File: src/rtl/fetch_unit_if.sv
`default_nettype none
// ============================================================================
// Module   : fetch_unit_if
// Purpose  : Instruction-memory req/ack port plus the decode-facing
//            valid/ready output register of the fetch stage.
// Revision : 1.0
// ============================================================================
interface fetch_unit_if;
    logic        imem_req;
    logic [31:0] imem_addr;
    logic        imem_ack;
    logic [31:0] imem_rdata;
    logic        if_valid;
    logic [31:0] if_instr;
    logic [31:0] if_pc;
    logic        id_ready;

    modport master (
        output imem_req, imem_addr, if_valid, if_instr, if_pc,
        input  imem_ack, imem_rdata, id_ready
    );

    modport slave (
        input  imem_req, imem_addr, if_valid, if_instr, if_pc,
        output imem_ack, imem_rdata, id_ready
    );
endinterface
`default_nettype wire

File: src/rtl/fetch_unit.sv
`default_nettype none
// ============================================================================
// Module   : fetch_unit
// Purpose  : Fetch stage; steers the always-loading PC register, runs the
//            imem port, one-deep skid buffer and redirect/flush handling.
// Revision : 1.0
// ============================================================================
module fetch_unit #(
    parameter logic [31:0] RESET_PC = 32'h0000_0000,
    parameter logic [31:0] PC_INC   = 32'd4
) (
    input  wire logic        clk,
    input  wire logic        rst_n,
    input  wire logic [31:0] pc_cur,
    output logic      [31:0] pc_next,
    fetch_unit_if.master     bus,
    input  wire logic        redirect_valid,
    input  wire logic [31:0] redirect_pc,
    output logic             fetch_err
);

    localparam logic [1:0] S_IDLE  = 2'd0;
    localparam logic [1:0] S_FETCH = 2'd1;
    localparam logic [1:0] S_HOLD  = 2'd2;
    localparam logic [1:0] S_KILL  = 2'd3;

    logic [1:0]  r_state;
    logic [1:0]  w_state_nxt;
    logic [31:0] r_req_addr;
    logic        r_if_valid;
    logic [31:0] r_if_instr;
    logic [31:0] r_if_pc;
    logic [31:0] r_skid_instr;
    logic [31:0] r_skid_pc;
    logic        r_fetch_err;
    logic        w_imem_req;

    logic [31:0] w_target;
    logic        w_redirect;
    logic        w_slot_free;
    logic        w_fetch_ack;
    logic        w_load_mem;
    logic        w_to_skid;
    logic        w_release;
    logic        w_kill_done;

    // A redirect in the IDLE cycle after reset is ignored.
    assign w_redirect  = redirect_valid && (r_state != S_IDLE);
    assign w_target    = {redirect_pc[31:2], 2'b00};
    assign w_slot_free = !r_if_valid || bus.id_ready;
    assign w_fetch_ack = (r_state == S_FETCH) && bus.imem_ack;
    assign w_load_mem  = w_fetch_ack && w_slot_free && !w_redirect;
    assign w_to_skid   = w_fetch_ack && !w_slot_free && !w_redirect;
    assign w_release   = (r_state == S_HOLD) && bus.id_ready && !w_redirect;
    assign w_kill_done = (r_state == S_KILL) && bus.imem_ack && !w_redirect;

    always_ff @(posedge clk) begin
        if (!rst_n) begin
            r_state <= S_IDLE;
        end else begin
            r_state <= w_state_nxt;
        end
    end

    always_comb begin
        w_state_nxt = r_state;
        case (r_state)
            S_IDLE:  w_state_nxt = S_FETCH;
            S_FETCH: begin
                if (w_redirect) begin
                    w_state_nxt = bus.imem_ack ? S_FETCH : S_KILL;
                end else if (w_to_skid) begin
                    w_state_nxt = S_HOLD;
                end
            end
            S_HOLD: begin
                if (w_redirect || bus.id_ready) begin
                    w_state_nxt = S_FETCH;
                end
            end
            S_KILL: begin
                if (w_kill_done) begin
                    w_state_nxt = S_FETCH;
                end
            end
            default: w_state_nxt = S_IDLE;
        endcase
    end

    always_comb begin
        w_imem_req = (r_state == S_FETCH) || (r_state == S_KILL);
    end

    // The PC register loads every cycle, so "hold" means echoing pc_cur back.
    always_comb begin
        pc_next = pc_cur;
        if (!rst_n) begin
            pc_next = RESET_PC;
        end else if (w_redirect) begin
            pc_next = w_target;
        end else if (w_load_mem) begin
            pc_next = r_req_addr + PC_INC;
        end else if (w_release) begin
            pc_next = r_skid_pc + PC_INC;
        end
    end

    always_ff @(posedge clk) begin
        if (!rst_n) begin
            r_req_addr   <= RESET_PC;
            r_if_valid   <= 1'b0;
            r_if_instr   <= 32'h0;
            r_if_pc      <= 32'h0;
            r_skid_instr <= 32'h0;
            r_skid_pc    <= 32'h0;
            r_fetch_err  <= 1'b0;
        end else begin
            if (r_if_valid && bus.id_ready) begin
                r_if_valid <= 1'b0;
            end
            if (w_redirect) begin
                r_if_valid <= 1'b0;
                if (redirect_pc[1:0] != 2'b00) begin
                    r_fetch_err <= 1'b1;
                end
                // KILL keeps the stale address; the target arrives later via pc_cur.
                if (w_fetch_ack || (r_state == S_HOLD)) begin
                    r_req_addr <= w_target;
                end
            end else if (w_load_mem) begin
                r_if_valid <= 1'b1;
                r_if_instr <= bus.imem_rdata;
                r_if_pc    <= r_req_addr;
                r_req_addr <= r_req_addr + PC_INC;
            end else if (w_to_skid) begin
                r_skid_instr <= bus.imem_rdata;
                r_skid_pc    <= r_req_addr;
            end else if (w_release) begin
                r_if_valid <= 1'b1;
                r_if_instr <= r_skid_instr;
                r_if_pc    <= r_skid_pc;
                r_req_addr <= r_skid_pc + PC_INC;
            end else if (w_kill_done) begin
                r_req_addr <= pc_cur;
            end
        end
    end

    always_ff @(posedge clk) begin
        if (rst_n && ((r_state == S_FETCH) || (r_state == S_HOLD)) && !redirect_valid) begin
            assert (pc_cur == r_req_addr);
        end
    end

    assign bus.imem_req  = w_imem_req;
    assign bus.imem_addr = r_req_addr;
    assign bus.if_valid  = r_if_valid;
    assign bus.if_instr  = r_if_instr;
    assign bus.if_pc     = r_if_pc;
    assign fetch_err     = r_fetch_err;

endmodule
`default_nettype wire

File: src/flat_wrapper.sv
// flat-port wrapper written by rule: the top's interface ports become plain ports
module fetch_unit_flat 
#(
    parameter logic [31:0] RESET_PC = 32'h0000_0000,
    parameter logic [31:0] PC_INC   = 32'd4
)
  (clk, rst_n, pc_cur, pc_next, redirect_valid, redirect_pc, fetch_err, bus_imem_req, bus_imem_addr, bus_if_valid, bus_if_instr, bus_if_pc, bus_imem_ack, bus_imem_rdata, bus_id_ready);
  fetch_unit_if bus_i ();
  input  wire logic clk;
  input  wire logic rst_n;
  input  wire logic [31:0] pc_cur;
  output logic      [31:0] pc_next;
  input  wire logic redirect_valid;
  input  wire logic [31:0] redirect_pc;
  output logic fetch_err;
  output wire logic [$bits(bus_i.imem_req)-1:0] bus_imem_req;
  output wire logic [$bits(bus_i.imem_addr)-1:0] bus_imem_addr;
  output wire logic [$bits(bus_i.if_valid)-1:0] bus_if_valid;
  output wire logic [$bits(bus_i.if_instr)-1:0] bus_if_instr;
  output wire logic [$bits(bus_i.if_pc)-1:0] bus_if_pc;
  input wire logic [$bits(bus_i.imem_ack)-1:0] bus_imem_ack;
  input wire logic [$bits(bus_i.imem_rdata)-1:0] bus_imem_rdata;
  input wire logic [$bits(bus_i.id_ready)-1:0] bus_id_ready;
  assign bus_imem_req = bus_i.imem_req;
  assign bus_imem_addr = bus_i.imem_addr;
  assign bus_if_valid = bus_i.if_valid;
  assign bus_if_instr = bus_i.if_instr;
  assign bus_if_pc = bus_i.if_pc;
  assign bus_i.imem_ack = bus_imem_ack;
  assign bus_i.imem_rdata = bus_imem_rdata;
  assign bus_i.id_ready = bus_id_ready;
  fetch_unit #(.RESET_PC(RESET_PC), .PC_INC(PC_INC)) u_core (.clk(clk), .rst_n(rst_n), .pc_cur(pc_cur), .pc_next(pc_next), .bus(bus_i), .redirect_valid(redirect_valid), .redirect_pc(redirect_pc), .fetch_err(fetch_err));
endmodule
File: config.mk
export PLATFORM = sky130hd
export DESIGN_NAME = fetch_unit_flat
export DESIGN_NICKNAME = d
export VERILOG_FILES = /design/src/rtl/fetch_unit_if.sv /design/src/rtl/fetch_unit.sv /design/src/flat_wrapper.sv
export SDC_FILE = /design/constraint.sdc
export NUM_CORES = 1
export LEC_CHECK = 0
export ABC_CLOCK_PERIOD_IN_PS = 2700
export CORE_MARGIN = 4
export CORE_UTILIZATION = 41
export CTS_BUF_LIST = sky130_fd_sc_hd__clkbuf_4
export CTS_CLUSTER_DIAMETER = 50
export DETAILED_ROUTE_END_ITERATION = 6
export HOLD_SLACK_MARGIN = 0.08
export PLACE_DENSITY = 0.7
export SYNTH_ARGS = -nofsm -noshare
export SYNTH_HDL_FRONTEND = slang
export SYNTH_SLANG_ARGS = --single-unit
File: constraint.sdc
create_clock -name clk -period 2.7 [get_ports clk]
set_input_delay 0.54 -clock clk [delete_from_list [all_inputs] [get_ports clk]]
set_output_delay 0.54 -clock clk [all_outputs]
set_load 0.02 [all_outputs]
---- Word level (Yosys, flattened, before mapping) ----
Index checks and enable logic that the tools add are counted.
operators by class
  muxes and demuxes ....................... 26
  add/sub/neg operators ................... 2
  reduce and logical (&&, ||, !) cells .... 29
  equality and inequality tests ........... 9
  bitwise operators ....................... 3
operator list
  cell                                           number
  2-to-1 mux 32 bit                              16
  adder 32 x 3 -> 32 bit, second input constant  2
  AND reduction 3 bit                            4
  logical AND 1 bit                              11
  2-to-1 mux 2 bit                               5
  one-hot mux 2 bit (4 select lines)             1
  != test 3 x 1 -> 1 bit, second input constant  2
  nonzero test 2 bit                             3
  == test 2 bit, second input constant           2
  logical OR 1 bit                               4
  2-to-1 mux 1 bit                               4
  != test 2 x 1 -> 1 bit, second input constant  2
  != test 2 bit, second input constant           2
  nonzero test 4 bit                             1
  logical NOT 1 bit                              3
  inverter 1 bit                                 3
  == test 2 x 1 -> 1 bit, second input constant  1
  logical NOT 2 bit                              1
  AND reduction 2 bit                            1
  OR reduction 2 bit                             1
word-level totals
  bits of input ports ..................... 101
  output and inout port bits .............. 131
  word-level logic and storage cells ...... 77
  register bits after elaboration ......... 164

---- Longest topological paths before layout ----
Gate-level depths: netlist of the first run.
  depth after elaboration ................. 9
  gate-level depth with buffers ........... 9
  mapped depth without buffers ............ 7

---- Least setup slack after synthesis of the first run ----
OpenSTA, ideal clock, no wires.
  path kind ............................... reg2out
  start point ............................. register u_core.r_req_addr[3], in the netlist u_core.bus.imem_addr[3]
  end point ............................... output pc_next[24]
  setup slack ............................. -249 ps
  required time ........................... 2160 ps
  path buffers ............................ 0
  data arrival time ....................... 2409 ps
  cell stages (with the launch flop) ...... 8
  cells stage by stage .................... dfxtp_1 -> ha_1 -> nand3_1 -> nor4_4 -> nand4_1 -> xnor2_1 -> o221ai_1 -> o31ai_1
between the ends
  longest elaborated chain between the ends .. 4
ends and longest elaborated chain
  item                      line                source
  start: declaration        fetch_unit.sv:29    logic [31:0] r_req_addr;
  start signal: assignment  fetch_unit.sv:128   r_req_addr <= w_target;
  start signal: assignment  fetch_unit.sv:134   r_req_addr <= r_req_addr + PC_INC;
  start signal: assignment  fetch_unit.sv:142   r_req_addr <= r_skid_pc + PC_INC;
  adder 32 x 3 -> 32 bit    fetch_unit.sv:102   pc_next = r_req_addr + PC_INC;
  2-to-1 mux 32 bit         fetch_unit.sv:101   end else if (w_load_mem) begin
  2-to-1 mux 32 bit         fetch_unit.sv:99    end else if (w_redirect) begin
  2-to-1 mux 32 bit         fetch_unit.sv:97    if (!rst_n) begin
  end: declaration          flat_wrapper.sv:12  output logic [31:0] pc_next;
Every way passes these cells.

---- Worst setup path after layout of the first run ----
  start point ............................. register u_core.r_skid_pc[6]
  end point ............................... output pc_next[17]
between the ends
  longest elaborated chain between the ends .. 5
ends and longest elaborated chain
  item                      line               source
  start: declaration        fetch_unit.sv:34   logic [31:0] r_skid_pc;
  start signal: assignment  fetch_unit.sv:137  r_skid_pc <= r_req_addr;
  adder 32 x 3 -> 32 bit    fetch_unit.sv:104  pc_next = r_skid_pc + PC_INC;
  2-to-1 mux 32 bit         fetch_unit.sv:103  end else if (w_release) begin
  2-to-1 mux 32 bit         fetch_unit.sv:101
  2-to-1 mux 32 bit         fetch_unit.sv:99
  2-to-1 mux 32 bit         fetch_unit.sv:97
Every way passes these cells.

==> results_tabular.tex, run 1 <==
\begin{tabular}{lr}
\hline
Metric & Value \\
\hline
\multicolumn{2}{l}{\textbf{Timing}} \\
\quad Fin crit period & 3.304 ns \\
\quad Final setup violating endpoints & 33 \\
\quad Worst-margin pin slew & 0.4810 ns \\
\quad Setup skew after layout & 0.03557 ns \\
\quad Hold Fails Final Rpt & 0 \\
\quad Maximum frequency from static timing analysis & 302.6 MHz \\
\quad Final cycle utilization of the critical path & 1.224 \\
\quad Worst-case hold slack & 0.4631 ns \\
\quad Setup TNS & -13.84 ns \\
\quad Relative slew slack & 0.6793 \\
\quad Unrepaired setup endpoints after global routing & true \\
\quad Final worst setup slack & -0.6042 ns \\
\quad Final Max Slew Viols & 0 \\
\multicolumn{2}{l}{\textbf{Critical path}} \\
\quad Reg2Reg Depth & 19 \\
\quad Element type at the critical path end & primary output \\
\quad Register-to-register setup slack & -0.60 ns \\
\quad Critical Setup Path Class & register to primary output \\
\quad Category of the worst setup path launch point & register \\
\quad Cell type of the slowest stage on the worst timing path & or4\_4 \\
\quad Biggest fanout along the worst timing path & 3 \\
\quad CP Cell Sequence & nand4\_1 > buf\_4 > buf\_6 > or2\_4 > or4\_4 > a21oi\_2 > o21ai\_2 > a21oi\_2 > buf\_4 \\
\quad Source of the worst register-to-register timing path & u\_core.r\_skid\_pc[7] \\
\quad Source of the critical timing path & u\_core.r\_skid\_pc[6] \\
\quad Largest stage delay, worst path & 0.42 ns \\
\quad Critical path data arrival time & 2.76 ns \\
\quad Capture instance of the worst register-to-register path & u\_core.bus.imem\_addr[27] \\
\quad Endpoint required time on the critical path & 2.16 ns \\
\multicolumn{2}{l}{\textbf{Synth}} \\
\quad Cell taking the most area after synthesis & dfxtp\_1 \\
\quad Yosys synthesis warning count & 0 \\
\quad Number of instances in the synthesized netlist & 1,172 \\
\quad Cell area after synthesis & 8596 um\^{}2 \\
\quad Share of synthesized flip-flops with an asynchronous set or reset & 0 \\
\quad EDFF count, synth & 0 \\
\quad Count of unique library cells instantiated by Yosys & 68 \\
\quad Net count after synthesis & 1,276 \\
\quad Cells taking the most area after synthesis & dfxtp\_1 (38\%), nand2\_1 (14\%), a311oi\_1 (6.4\%), a21oi\_1 (6.1\%), nor2\_1 (4.5\%) \\
\quad Top\_reg\_cell synth & dfxtp\_1 \\
\quad Syn\_area\_per\_cell & 7.334 um\^{}2 \\
\quad Share of the synthesized area in the top cell type & 0.3820 \\
\quad Sequential share of the synthesized area & 0.3820 \\
\quad \#FFs+latches synth & 164 \\
\multicolumn{2}{l}{\textbf{Placement}} \\
\quad Count of buffers inserted at the top-level ports & 231 \\
\quad Placer's final routability congestion estimate & 0.9466 \\
\quad HPWL after detailed placement & 24,530 um \\
\multicolumn{2}{l}{\textbf{Routing}} \\
\quad DRC violations left & 0 \\
\quad Post-Route WL & 36,290 um \\
\quad DR pass1 iterations & 6 \\
\quad First-iteration detailed-routing DRC count & 1,078 \\
\quad Count of nets left with antenna violations after detail routing & 0 \\
\quad WL/cell & 18.93 um \\
\quad Count of vias placed by the detailed router & 10,842 \\
\quad Vias per cell & 5.656 \\
\multicolumn{2}{l}{\textbf{Power and ir drop}} \\
\quad Static Leak & 5.566 nW \\
\quad Pwr per Cell Area & 406.5 nW/um\^{}2 \\
\quad IR Drop Worst-Case VDD & 0.2461 mV \\
\multicolumn{2}{l}{\textbf{Clock network}} \\
\quad Clock Pin Slew Worst Setup and Hold Paths & 0.17 ns \\
\quad Clock tree from TritonCTS & built \\
\quad CTS HTree Levels & 4 \\
\quad Root Buffer & clkbuf\_4 \\
\quad Buffers from clock root to sink, at most & 2 \\
\quad Hold\_buf cts & 0 \\
\quad Clock buffers created by TritonCTS & 17 \\
\quad Worst skew pair latency & 0.60 ns \\
\quad Total clock sinks & 164 \\
\multicolumn{2}{l}{\textbf{Floorplan}} \\
\quad Total die area & 23,350 um\^{}2 \\
\quad Num rows & 52 \\
\quad Width of the die & 152.8 um \\
\quad Die Y & 152.8 um \\
\quad I/O Pins & 232 \\
\quad Core Footprint & 20,430 um\^{}2 \\
\quad Starting utilization of the core area & 0.4207 \\
\multicolumn{2}{l}{\textbf{GRT}} \\
\quad Vias in the first global route & 10,507 \\
\quad Global-route wire length before repair & 56,190 um \\
\quad Remaining global-route overflow & 0 \\
\quad Tot GR Track Use & 0.2950 \\
\quad Initial antenna violation count & 1 \\
\quad Pin count of the biggest net entering global routing & 53 \\
\multicolumn{2}{l}{\textbf{Outcome}} \\
\quad Run status & finished, violations left \\
\quad Violated checks & setup timing \\
\multicolumn{2}{l}{\textbf{Min path}} \\
\quad Worst hold path type & register to register \\
\quad Endpoint with the worst hold slack & u\_core.fetch\_err \\
\quad Origin of the worst min-delay path & u\_core.fetch\_err \\
\quad Number of cells on the worst hold path & 2 \\
\multicolumn{2}{l}{\textbf{Cells and area}} \\
\quad Post-synthesis to final-layout area growth & 70.42\% \\
\quad Fraction of layout cells with a size suffix above 1 & 0.3226 \\
\quad Final net count & 1,737 \\
\multicolumn{2}{l}{\textbf{Job}} \\
\quad Max-capacitance violation count & 0 \\
\hline
\end{tabular}
==> final cells by class <==
| type | instances | area [um^2] |
|---|---|---|
| fillers | 1604 | 5781 |
| multi-input cells | 891 | 5640 |
| repair buffers | 547 | 5010 |
| flip-flops and latches | 164 | 3319 |
| well taps | 270 | 337.8 |
| clock inverters | 15 | 161.4 |
| clock buffers | 17 | 127.6 |
| inverters | 12 | 50.05 |
| diodes | 1 | 2.502 |
==> metal layers <==
metal / vias up / global-route usage / wire length (um)
li1: 5051 / - / -
met5: - / 0 / 0
met2: 544 / 0.4872 / 17100
met3: 109 / 0.05197 / 3068
met4: 0 / 0.1315 / 1450
met1: 5138 / 0.3777 / 14670
==> where the power goes <==
group	internal [W]	switching [W]
clock network	0.000424	0.00107
logic	0.000924	0.000917
registers	0.00254	0.0000805
total	0.00388	0.00207
==> flip-flops by register name, indices dropped and copies added, names as in the netlist <==
register              count
u_core.r_skid_instr      32
u_core.bus.if_instr      32
u_core.fetch_err          1
u_core.bus.if_pc         32
u_core.r_state            2
u_core.bus.if_valid       1
u_core.r_skid_pc         32
u_core.bus.imem_addr     32
==> worst max-delay path: cells and delay by family (launching register included) <==
family,cells,cell delay (ns)
buffers and inverters,3,0.49
AND/OR/NAND/NOR,3,0.88
AO/OA/AOI/OAI,3,0.41
flip-flops,1,0.38
==> through the flow <==
step,utilization,cell area [um^2],total power (W),std cells,worst slack [ns]
2_1_floorplan,-,8688,0.003363,1172,-0.0003362
3_3_place_gp,0.6330,12930,0.004252,1812,-0.7516
4_1_cts,0.6938,14170,0.005871,1898,-0.6353
3_5_place_dp,0.6330,12930,0.004264,1812,-0.7911
6_report,0.7171,14650,0.005955,1917,-0.6042
5_1_grt,0.7171,14650,0.006191,1917,-0.6735
==> worst max-delay path by stage <==
stage,to
finish,pc_next[17]
CTS,pc_next[17]
global route,pc_next[29]
global placement,pc_next[6]
floorplan,pc_next[31]
detailed placement,pc_next[6]
==> cell families after synthesis <==
family / Yosys count / share of synthesized area
AOI/OAI and AO/OA: 298 / 0.2325
and+or+nand+nor: 541 / 0.2767
xor gates and xnor gates: 45 / 0.04585
DFF: 164 / 0.3820
muxes: 4 / 0.004658
adders and majority gates: 3 / 0.004367
buffers and inverters: 117 / 0.05400
==> cell usage after synthesis (all sizes together), types with 5 or more instances <==
cell,instances
a21oi,104
nor4,12
inv,12
a31o,7
nand3,26
and2,6
a311oi,63
xor2,16
clkbuf,84
xnor2,29
a22oi,5
a211oi,6
nand2,315
buf,21
and3,17
o22ai,7
a31oi,17
nor3,20
o31ai,8
o221ai,5
nand4,13
and4,5
dfxtp,164
o211ai,7
nor2,103
o21ai,36
==> placed cells by master, fill, tap and decap left out, types with 17 or more instances in the layout <==
master           instances
a21oi_1                 89
a311oi_1                63
and3_1                  17
buf_4                  277
buf_6                   50
clkbuf_4                17
clkdlybuf4s50_1        197
dfxtp_1                145
nand2_1                311
nand3_1                 17
nor2_1                  93
o21ai_0                 29
xnor2_1                 24
==> what timing repair did <==
action,4_1_cts,5_1_grt
endpoints found under the setup margin,32,34
setup buffers,52,22
resized for setup,292,72
pin swaps,68,46
gates cloned,2,0
Note: power is estimated with default switching activity, not from simulation.
==> run 2: changes to the inputs <==
Settings changed: CORE_ASPECT_RATIO set to 1.75, CTS_BUF_LIST sky130_fd_sc_hd__clkbuf_4 to unset.
==> results_tabular.tex, run 2 (synthesized netlist as in run 1, its figures left out) <==
\begin{tabular}{lr}
\hline
Metric & Value \\
\hline
\multicolumn{2}{l}{\textbf{Routing}} \\
\quad Count of nets left with antenna violations after detail routing & 0 (unchanged) \\
\quad WL/cell & 20.69 um (+9.3\%) \\
\quad First-iteration detailed-routing DRC count & 908 (-16\%) \\
\quad DR pass1 iterations & 6 (unchanged) \\
\quad DRC violations left & 0 (unchanged) \\
\quad Count of vias placed by the detailed router & 11,080 (+2.2\%) \\
\quad Vias per cell & 5.890 (+4.2\%) \\
\quad Detailed-route wire length on metal 1 & 13,600 um (-7.3\%) \\
\quad WL met3 & 2735 um (-11\%) \\
\quad Post-Route WL & 38,920 um (+7.2\%) \\
\quad Uppermost layer routed & met4 \\
\quad Total length of routed met2 wires & 19,440 um (+14\%) \\
\multicolumn{2}{l}{\textbf{Floorplan}} \\
\quad I/O Pins & 232 (unchanged) \\
\quad Num rows & 69 (+33\%) \\
\quad Total die area & 23,440 um\^{}2 (+0.39\%) \\
\quad Die Y & 199.5 um (+31\%) \\
\quad Width of the die & 117.5 um (-23\%) \\
\quad Starting utilization of the core area & 0.4201 (-0.0006432) \\
\quad Core Footprint & 20,460 um\^{}2 (+0.15\%) \\
\multicolumn{2}{l}{\textbf{GRT}} \\
\quad Pin count of the biggest net entering global routing & 70 (+32\%) \\
\quad Global-route wire length before repair & 56,410 um (+0.41\%) \\
\quad Tot GR Track Use & 0.3033 (+0.008329) \\
\quad Vias in the first global route & 10,654 (+1.4\%) \\
\quad Remaining global-route overflow & 0 (unchanged) \\
\quad Initial antenna violation count & 1 (unchanged) \\
\multicolumn{2}{l}{\textbf{Power and ir drop}} \\
\quad Pwr per Cell Area & 472.9 nW/um\^{}2 (+16\%) \\
\quad Static Leak & 5.662 nW (+1.7\%) \\
\quad IR Drop Worst-Case VDD & 0.3977 mV (+62\%) \\
\quad Total chip power & 0.007100 W (+19\%) \\
\multicolumn{2}{l}{\textbf{Timing}} \\
\quad Maximum frequency from static timing analysis & 306.6 MHz (+1.3\%) \\
\quad Final Max Slew Viols & 0 (unchanged) \\
\quad Unrepaired setup endpoints after global routing & true \\
\quad Relative slew slack & 0.5241 (-0.1552) \\
\quad Hold Fails Final Rpt & 0 (unchanged) \\
\quad Fin crit period & 3.262 ns (-0.04239 ns) \\
\quad Final setup violating endpoints & 29 (-12\%) \\
\quad Worst-margin pin slew & 0.7138 ns (+0.2328 ns) \\
\quad Final cycle utilization of the critical path & 1.208 (-0.01570) \\
\quad Worst-case hold slack & 0.4540 ns (-0.009064 ns) \\
\quad Final worst setup slack & -0.5618 ns (+0.04239 ns) \\
\quad Setup skew after layout & 0.007466 ns (-0.02811 ns) \\
\multicolumn{2}{l}{\textbf{Critical path}} \\
\quad Biggest fanout along the worst timing path & 3 (unchanged) \\
\quad Source of the worst register-to-register timing path & u\_core.r\_state[1] \\
\quad Capture instance of the worst register-to-register path & u\_core.bus.imem\_addr[8] \\
\quad Element type at the critical path end & primary output \\
\quad Buffering stage count on the worst path with inverters included & 2 (-1) \\
\quad Register-to-register setup slack & 0.21 ns (+0.81 ns) \\
\quad Largest stage delay, worst path & 0.56 ns (+0.14 ns) \\
\quad Crit path top cell by count & buf\_6 \\
\quad Category of the worst setup path launch point & register \\
\quad Critical Setup Path Class & register to primary output \\
\quad CP Cell Sequence & nand4\_1 > or4\_4 > buf\_6 > or3\_1 > a31oi\_1 > o21ai\_1 > a21oi\_2 > buf\_6 \\
\quad Reg2Reg Depth & 15 (-4) \\
\quad Endpoint required time on the critical path & 2.16 ns (about the same) \\
\quad Critical path data arrival time & 2.72 ns (-0.04 ns) \\
\quad Cell type of the slowest stage on the worst timing path & or4\_4 \\
\quad Family of cells with the greatest summed delay on the critical path & simple AND/OR/NAND/NOR gates \\
\multicolumn{2}{l}{\textbf{Clock network}} \\
\quad Root Buffer & clkbuf\_16 \\
\quad Clock Pin Slew Worst Setup and Hold Paths & 0.06 ns (-0.11 ns) \\
\quad Buffers from clock root to sink, at most & 2 (unchanged) \\
\quad Clock tree from TritonCTS & built \\
\quad Clock buffers created by TritonCTS & 17 (unchanged) \\
\quad CTS HTree Levels & 4 (unchanged) \\
\quad Worst skew pair latency & 0.44 ns (-0.16 ns) \\
\quad Total clock sinks & 164 (unchanged) \\
\multicolumn{2}{l}{\textbf{Cells and area}} \\
\quad Most common cell after layout, fill and taps aside & nand2\_1 \\
\quad Final net count & 1,722 (-0.86\%) \\
\quad Post-synthesis to final-layout area growth & 74.67\% \\
\quad Commonest non-fill, non-tap cells in the layout & nand2\_1 (307), buf\_4 (252), clkdlybuf4s50\_1 (196) \\
\quad Fraction of layout cells with a size suffix above 1 & 0.3256 (+0.002967) \\
\multicolumn{2}{l}{\textbf{Job}} \\
\quad Max-capacitance violation count & 0 (unchanged) \\
\multicolumn{2}{l}{\textbf{Min path}} \\
\quad Number of cells on the worst hold path & 2 (unchanged) \\
\quad Worst hold path type & register to register \\
\quad Origin of the worst min-delay path & u\_core.fetch\_err \\
\quad Endpoint with the worst hold slack & u\_core.fetch\_err \\
\multicolumn{2}{l}{\textbf{Outcome}} \\
\quad Violated checks & setup timing \\
\quad Run status & finished, violations left \\
\multicolumn{2}{l}{\textbf{Placement}} \\
\quad Placer's final routability congestion estimate & 0.9238 (-2.4\%) \\
\quad HPWL after detailed placement & 26,000 um (+6.0\%) \\
\quad Count of buffers inserted at the top-level ports & 231 (unchanged) \\
\hline
\end{tabular}
==> run 2: changes by cell type in the layout (fill, tap and decap cells not counted), moves of 4 or more <==
cell       delta
nand3_1       -4
clkbuf_16    +17
buf_6        +12
xnor2_1       -4
dfxtp_1       -4
bufinv_16     +4
inv_8         -5
clkbuf_4     -17
xnor2_2       +4
buf_4        -25
nand2_1       -4
==> run 2: layout make-up <==
cell class,instances,area (um^2)
clock inverters,11,173.9
fillers,1487,5446
flip-flops and latches,164,3332
inverters,12,50.05
clock buffers,21,470.5
multi-input cells,891,5739
diodes,2,5.005
repair buffers,532,4933
well taps,248,310.3
==> run 2: how the worst max path moves through the flow <==
| stage | start | endpoint | depth (start not counted) |
|---|---|---|---|
| after floorplan | u_core.bus.imem_addr[7] | pc_next[31] | 8 |
| after global placement | bus_id_ready | pc_next[21] | 9 |
| after detailed placement | bus_id_ready | pc_next[21] | 9 |
| after CTS | u_core.bus.imem_addr[3] | pc_next[31] | 9 |
| after global routing | u_core.bus.imem_addr[8] | pc_next[17] | 8 |
| final | u_core.bus.imem_addr[8] | pc_next[17] | 8 |
==> run 2: repair_timing <==
action | in CTS | in global routing
cloned | 1 | 0
gates resized for setup | 314 | 84
pin swaps | 58 | 77
hold buffers | 0 | 0
buffers inserted | 42 | 37
setup endpoints to repair | 32 | 31
==> run 2: worst register-to-register path, cell delays in order, from the launching register on <==
cell and delay [ns]:
dfxtp_4 0.36, buf_6 0.11, buf_4 0.14, and4bb_4 0.25, buf_4 0.19, o21ai_0 0.12
o2111a_1 0.26, a21oi_2 0.04, buf_4 0.13, buf_4 0.12, buf_4 0.12, buf_4 0.12
buf_4 0.12, buf_4 0.12, buf_4 0.12, a21oi_1 0.10
==> run 2: per-stage QoR <==
stage               instance area (um^2)  setup WS, ns    util  cells     TNS, ns
global placement                   12860       -0.8659  0.6284   1776      -26.66
floorplan                           8688    -0.0003362       -   1172  -0.0003362
finish                             15010       -0.5618  0.7338   1881      -7.482
CTS                                14470       -0.4667  0.7072   1849      -5.935
global route                       15010       -0.6418  0.7337   1880      -9.542
detailed placement                 12860       -0.8625  0.6284   1776      -27.31
==> run 2: routing by layer <==
metal  GRT usage  up-vias
li1            -     5025
met1      0.3245     5186
met2      0.5427      641
met3     0.05041      228
met4      0.2174        0
met5           0        -
==> run 2: power breakdown <==
group / switching, W / leakage (nW) / internal, W
logic: 0.000930 / 4.01 / 0.000882
clock network: 0.00104 / 0.306 / 0.00163
registers: 0.0000875 / 1.35 / 0.00253
==> run 3: changes to the inputs <==
Settings changed: CORE_ASPECT_RATIO 1.75 to 0.6, GPL_TIMING_DRIVEN set to 1.
==> results_tabular.tex, run 3 (synthesized netlist as in run 1, its figures left out) <==
\begin{tabular}{lr}
\hline
Metric & Value \\
\hline
\multicolumn{2}{l}{\textbf{Critical path}} \\
\quad Crit path top cell by count & buf\_4 \\
\quad Category of the worst setup path launch point & register \\
\quad Biggest fanout along the worst timing path & 4 (+1) \\
\quad Cell type of the slowest stage on the worst timing path & dfxtp\_2 \\
\quad Endpoint required time on the critical path & 2.16 ns (about the same) \\
\quad Largest stage delay, worst path & 0.36 ns (-0.20 ns) \\
\quad CP Cell Sequence & and4\_4 > nand4\_1 > buf\_4 > nor4\_4 > xor2\_1 > buf\_4 > o211ai\_1 > a21oi\_1 > buf\_4 \\
\quad Critical path data arrival time & 2.53 ns (-0.19 ns) \\
\quad Family of cells with the greatest summed delay on the critical path & simple AND/OR/NAND/NOR gates \\
\quad Element type at the critical path end & primary output \\
\quad Critical Setup Path Class & register to primary output \\
\quad Buffering stage count on the worst path with inverters included & 3 (+1) \\
\multicolumn{2}{l}{\textbf{Clock network}} \\
\quad Total clock sinks & 164 (unchanged) \\
\quad Buffers from clock root to sink, at most & 2 (unchanged) \\
\quad Clock Pin Slew Worst Setup and Hold Paths & 0.07 ns (about the same) \\
\quad CTS HTree Levels & 4 (unchanged) \\
\quad Worst skew pair latency & 0.44 ns (about the same) \\
\quad Clock tree from TritonCTS & built \\
\quad Clock buffers created by TritonCTS & 17 (unchanged) \\
\quad Root Buffer & clkbuf\_16 \\
\multicolumn{2}{l}{\textbf{Job}} \\
\quad Max-capacitance violation count & 0 (unchanged) \\
\multicolumn{2}{l}{\textbf{Floorplan}} \\
\quad Core Footprint & 20,320 um\^{}2 (-0.69\%) \\
\quad Die Y & 120.2 um (-40\%) \\
\quad I/O Pins & 232 (unchanged) \\
\quad Num rows & 40 (-42\%) \\
\quad Width of the die & 194.9 um (+66\%) \\
\quad Total die area & 23,420 um\^{}2 (about the same) \\
\quad Starting utilization of the core area & 0.4230 (+0.002923) \\
\multicolumn{2}{l}{\textbf{Routing}} \\
\quad DR pass1 iterations & 5 (-1) \\
\quad Vias per cell & 5.697 (-3.3\%) \\
\quad DRC violations left & 0 (unchanged) \\
\quad First-iteration detailed-routing DRC count & 999 (+10\%) \\
\quad Count of nets left with antenna violations after detail routing & 0 (unchanged) \\
\quad WL/cell & 19.52 um (-5.6\%) \\
\quad Post-Route WL & 36,990 um (-4.9\%) \\
\quad Count of vias placed by the detailed router & 10,795 (-2.6\%) \\
\multicolumn{2}{l}{\textbf{Cells and area}} \\
\quad Post-synthesis to final-layout area growth & 73.25\% \\
\quad Number of fill cells & 1,497 (+0.67\%) \\
\quad Cell area after layout & 14,890 um\^{}2 (-0.82\%) \\
\quad Fraction of layout cells with a size suffix above 1 & 0.3181 (-0.007441) \\
\quad Number of diodes & 0 (-2) \\
\quad Final net count & 1,713 (-0.52\%) \\
\quad Commonest non-fill, non-tap cells in the layout & nand2\_1 (311), buf\_4 (255), clkdlybuf4s50\_1 (196) \\
\quad Most common cell after layout, fill and taps aside & nand2\_1 \\
\multicolumn{2}{l}{\textbf{Timing}} \\
\quad Setup skew after layout & 0.008388 ns (+0.0009218 ns) \\
\quad Final worst setup slack & -0.3674 ns (+0.1944 ns) \\
\quad Final Max Slew Viols & 0 (unchanged) \\
\quad Hold Fails Final Rpt & 0 (unchanged) \\
\quad Final cycle utilization of the critical path & 1.136 (-0.07199) \\
\quad Maximum frequency from static timing analysis & 326.0 MHz (+6.3\%) \\
\quad Unrepaired setup endpoints after global routing & true \\
\quad Relative slew slack & 0.3862 (-0.1380) \\
\quad Final setup violating endpoints & 24 (-17\%) \\
\quad Worst-margin pin slew & 0.9178 ns (+0.2040 ns) \\
\quad Fin crit period & 3.067 ns (-0.1944 ns) \\
\multicolumn{2}{l}{\textbf{Placement}} \\
\quad Placed instance area & 12,900 um\^{}2 (+0.36\%) \\
\quad Placement-stage worst setup slack & -0.8120 ns (+0.05051 ns) \\
\quad Count of buffers inserted at the top-level ports & 231 (unchanged) \\
\quad HPWL after detailed placement & 25,100 um (-3.5\%) \\
\quad Placer's final routability congestion estimate & 0.9542 (+3.3\%) \\
\multicolumn{2}{l}{\textbf{Power and ir drop}} \\
\quad Pwr per Cell Area & 468.3 nW/um\^{}2 (-0.97\%) \\
\quad IR Drop Worst-Case VDD & 0.4893 mV (+23\%) \\
\quad Static Leak & 5.617 nW (-0.78\%) \\
\multicolumn{2}{l}{\textbf{GRT}} \\
\quad Remaining global-route overflow & 0 (unchanged) \\
\quad Pin count of the biggest net entering global routing & 81 (+16\%) \\
\quad Vias in the first global route & 10,141 (-4.8\%) \\
\quad Initial antenna violation count & 1 (unchanged) \\
\quad Tot GR Track Use & 0.2978 (-0.005510) \\
\quad Global-route wire length before repair & 55,950 um (-0.82\%) \\
\multicolumn{2}{l}{\textbf{Min path}} \\
\quad Worst hold path type & register to register \\
\multicolumn{2}{l}{\textbf{Outcome}} \\
\quad Violated checks & setup timing \\
\quad Run status & finished, violations left \\
\hline
\end{tabular}
run 3: changes by cell type in the layout (fill, tap and decap cells not counted), sizes merged:
cell,change
clkbuf,+1
clkinv,+2
dlygate4sd2,-2
diode,-2
clkinvlp,-1
clkdlybuf4s15,+1
bufinv,-1
buf,-9
run 3: cell type report:
type / count / area [um^2] / share of cell area
timing repair buffer: 523 / 4792 / 0.3218
clock buffer: 21 / 450.4 / 0.03025
clock inverter: 11 / 152.6 / 0.01025
inverter: 12 / 50.05 / 0.003361
sequential: 164 / 3329 / 0.2236
multi-input combinational: 891 / 5776 / 0.3878
tap: 273 / 341.6 / 0.02294
run 3: final timing paths:
kind	to	startpoint	slack, ns	cells after the start
worst max-delay path	pc_next[25]	u_core.r_skid_pc[4]	-0.37	9
worst min-delay path	u_core.r_skid_instr[27]	u_core.r_skid_instr[27]	0.46	2
worst max register to register	u_core.bus.imem_addr[12]	u_core.bus.if_valid	0.12	7
worst min register to register	u_core.r_skid_instr[27]	u_core.r_skid_instr[27]	0.46	2
run 3: per-layer routing:
| metal | vias up | global-route usage | share of wire |
|---|---|---|---|
| li1 | 5008 | - | - |
| met1 | 5067 | 0.4218 | 0.43 |
| met2 | 644 | 0.4413 | 0.43 |
| met3 | 74 | 0.08698 | 0.12 |
| met4 | 2 | 0.08239 | 0.018 |
| met5 | - | 0 | 0.00043 |
run 3: power by group:
part	internal (W)	switching, W
Clock	0.00149	0.00106
Combinational	0.000890	0.000924
Sequential	0.00253	0.0000765
Total	0.00491	0.00206
run 3: metrics by stage:
step             TNS [ns]  hold WS [ns]    util  power [W]  instances
2_1_floorplan  -0.0003362        0.4366       -   0.003363       1172
6_report           -6.273        0.4550  0.7329   0.006974       1895
3_5_place_dp       -33.78        0.4465  0.6351   0.004263       1809
3_3_place_gp       -30.75        0.4343  0.6351   0.004255       1809
4_1_cts            -5.983        0.4557  0.7158   0.006896       1888
5_1_grt            -8.235        0.4741  0.7329   0.007188       1895
run 3: worst register-to-register path: cells and delay by family, from the launching register on:
family,cells,cell delay [ns]
compound gates,3,1.20
simple gates,2,0.53
flops,1,0.33
buf+inv,2,0.39
run 3: timing repair:
item,CTS,global route
resized for setup,319,76
pin swaps,74,75
hold buffers,0,0
endpoints found under the setup margin,35,33
buffers inserted,49,18
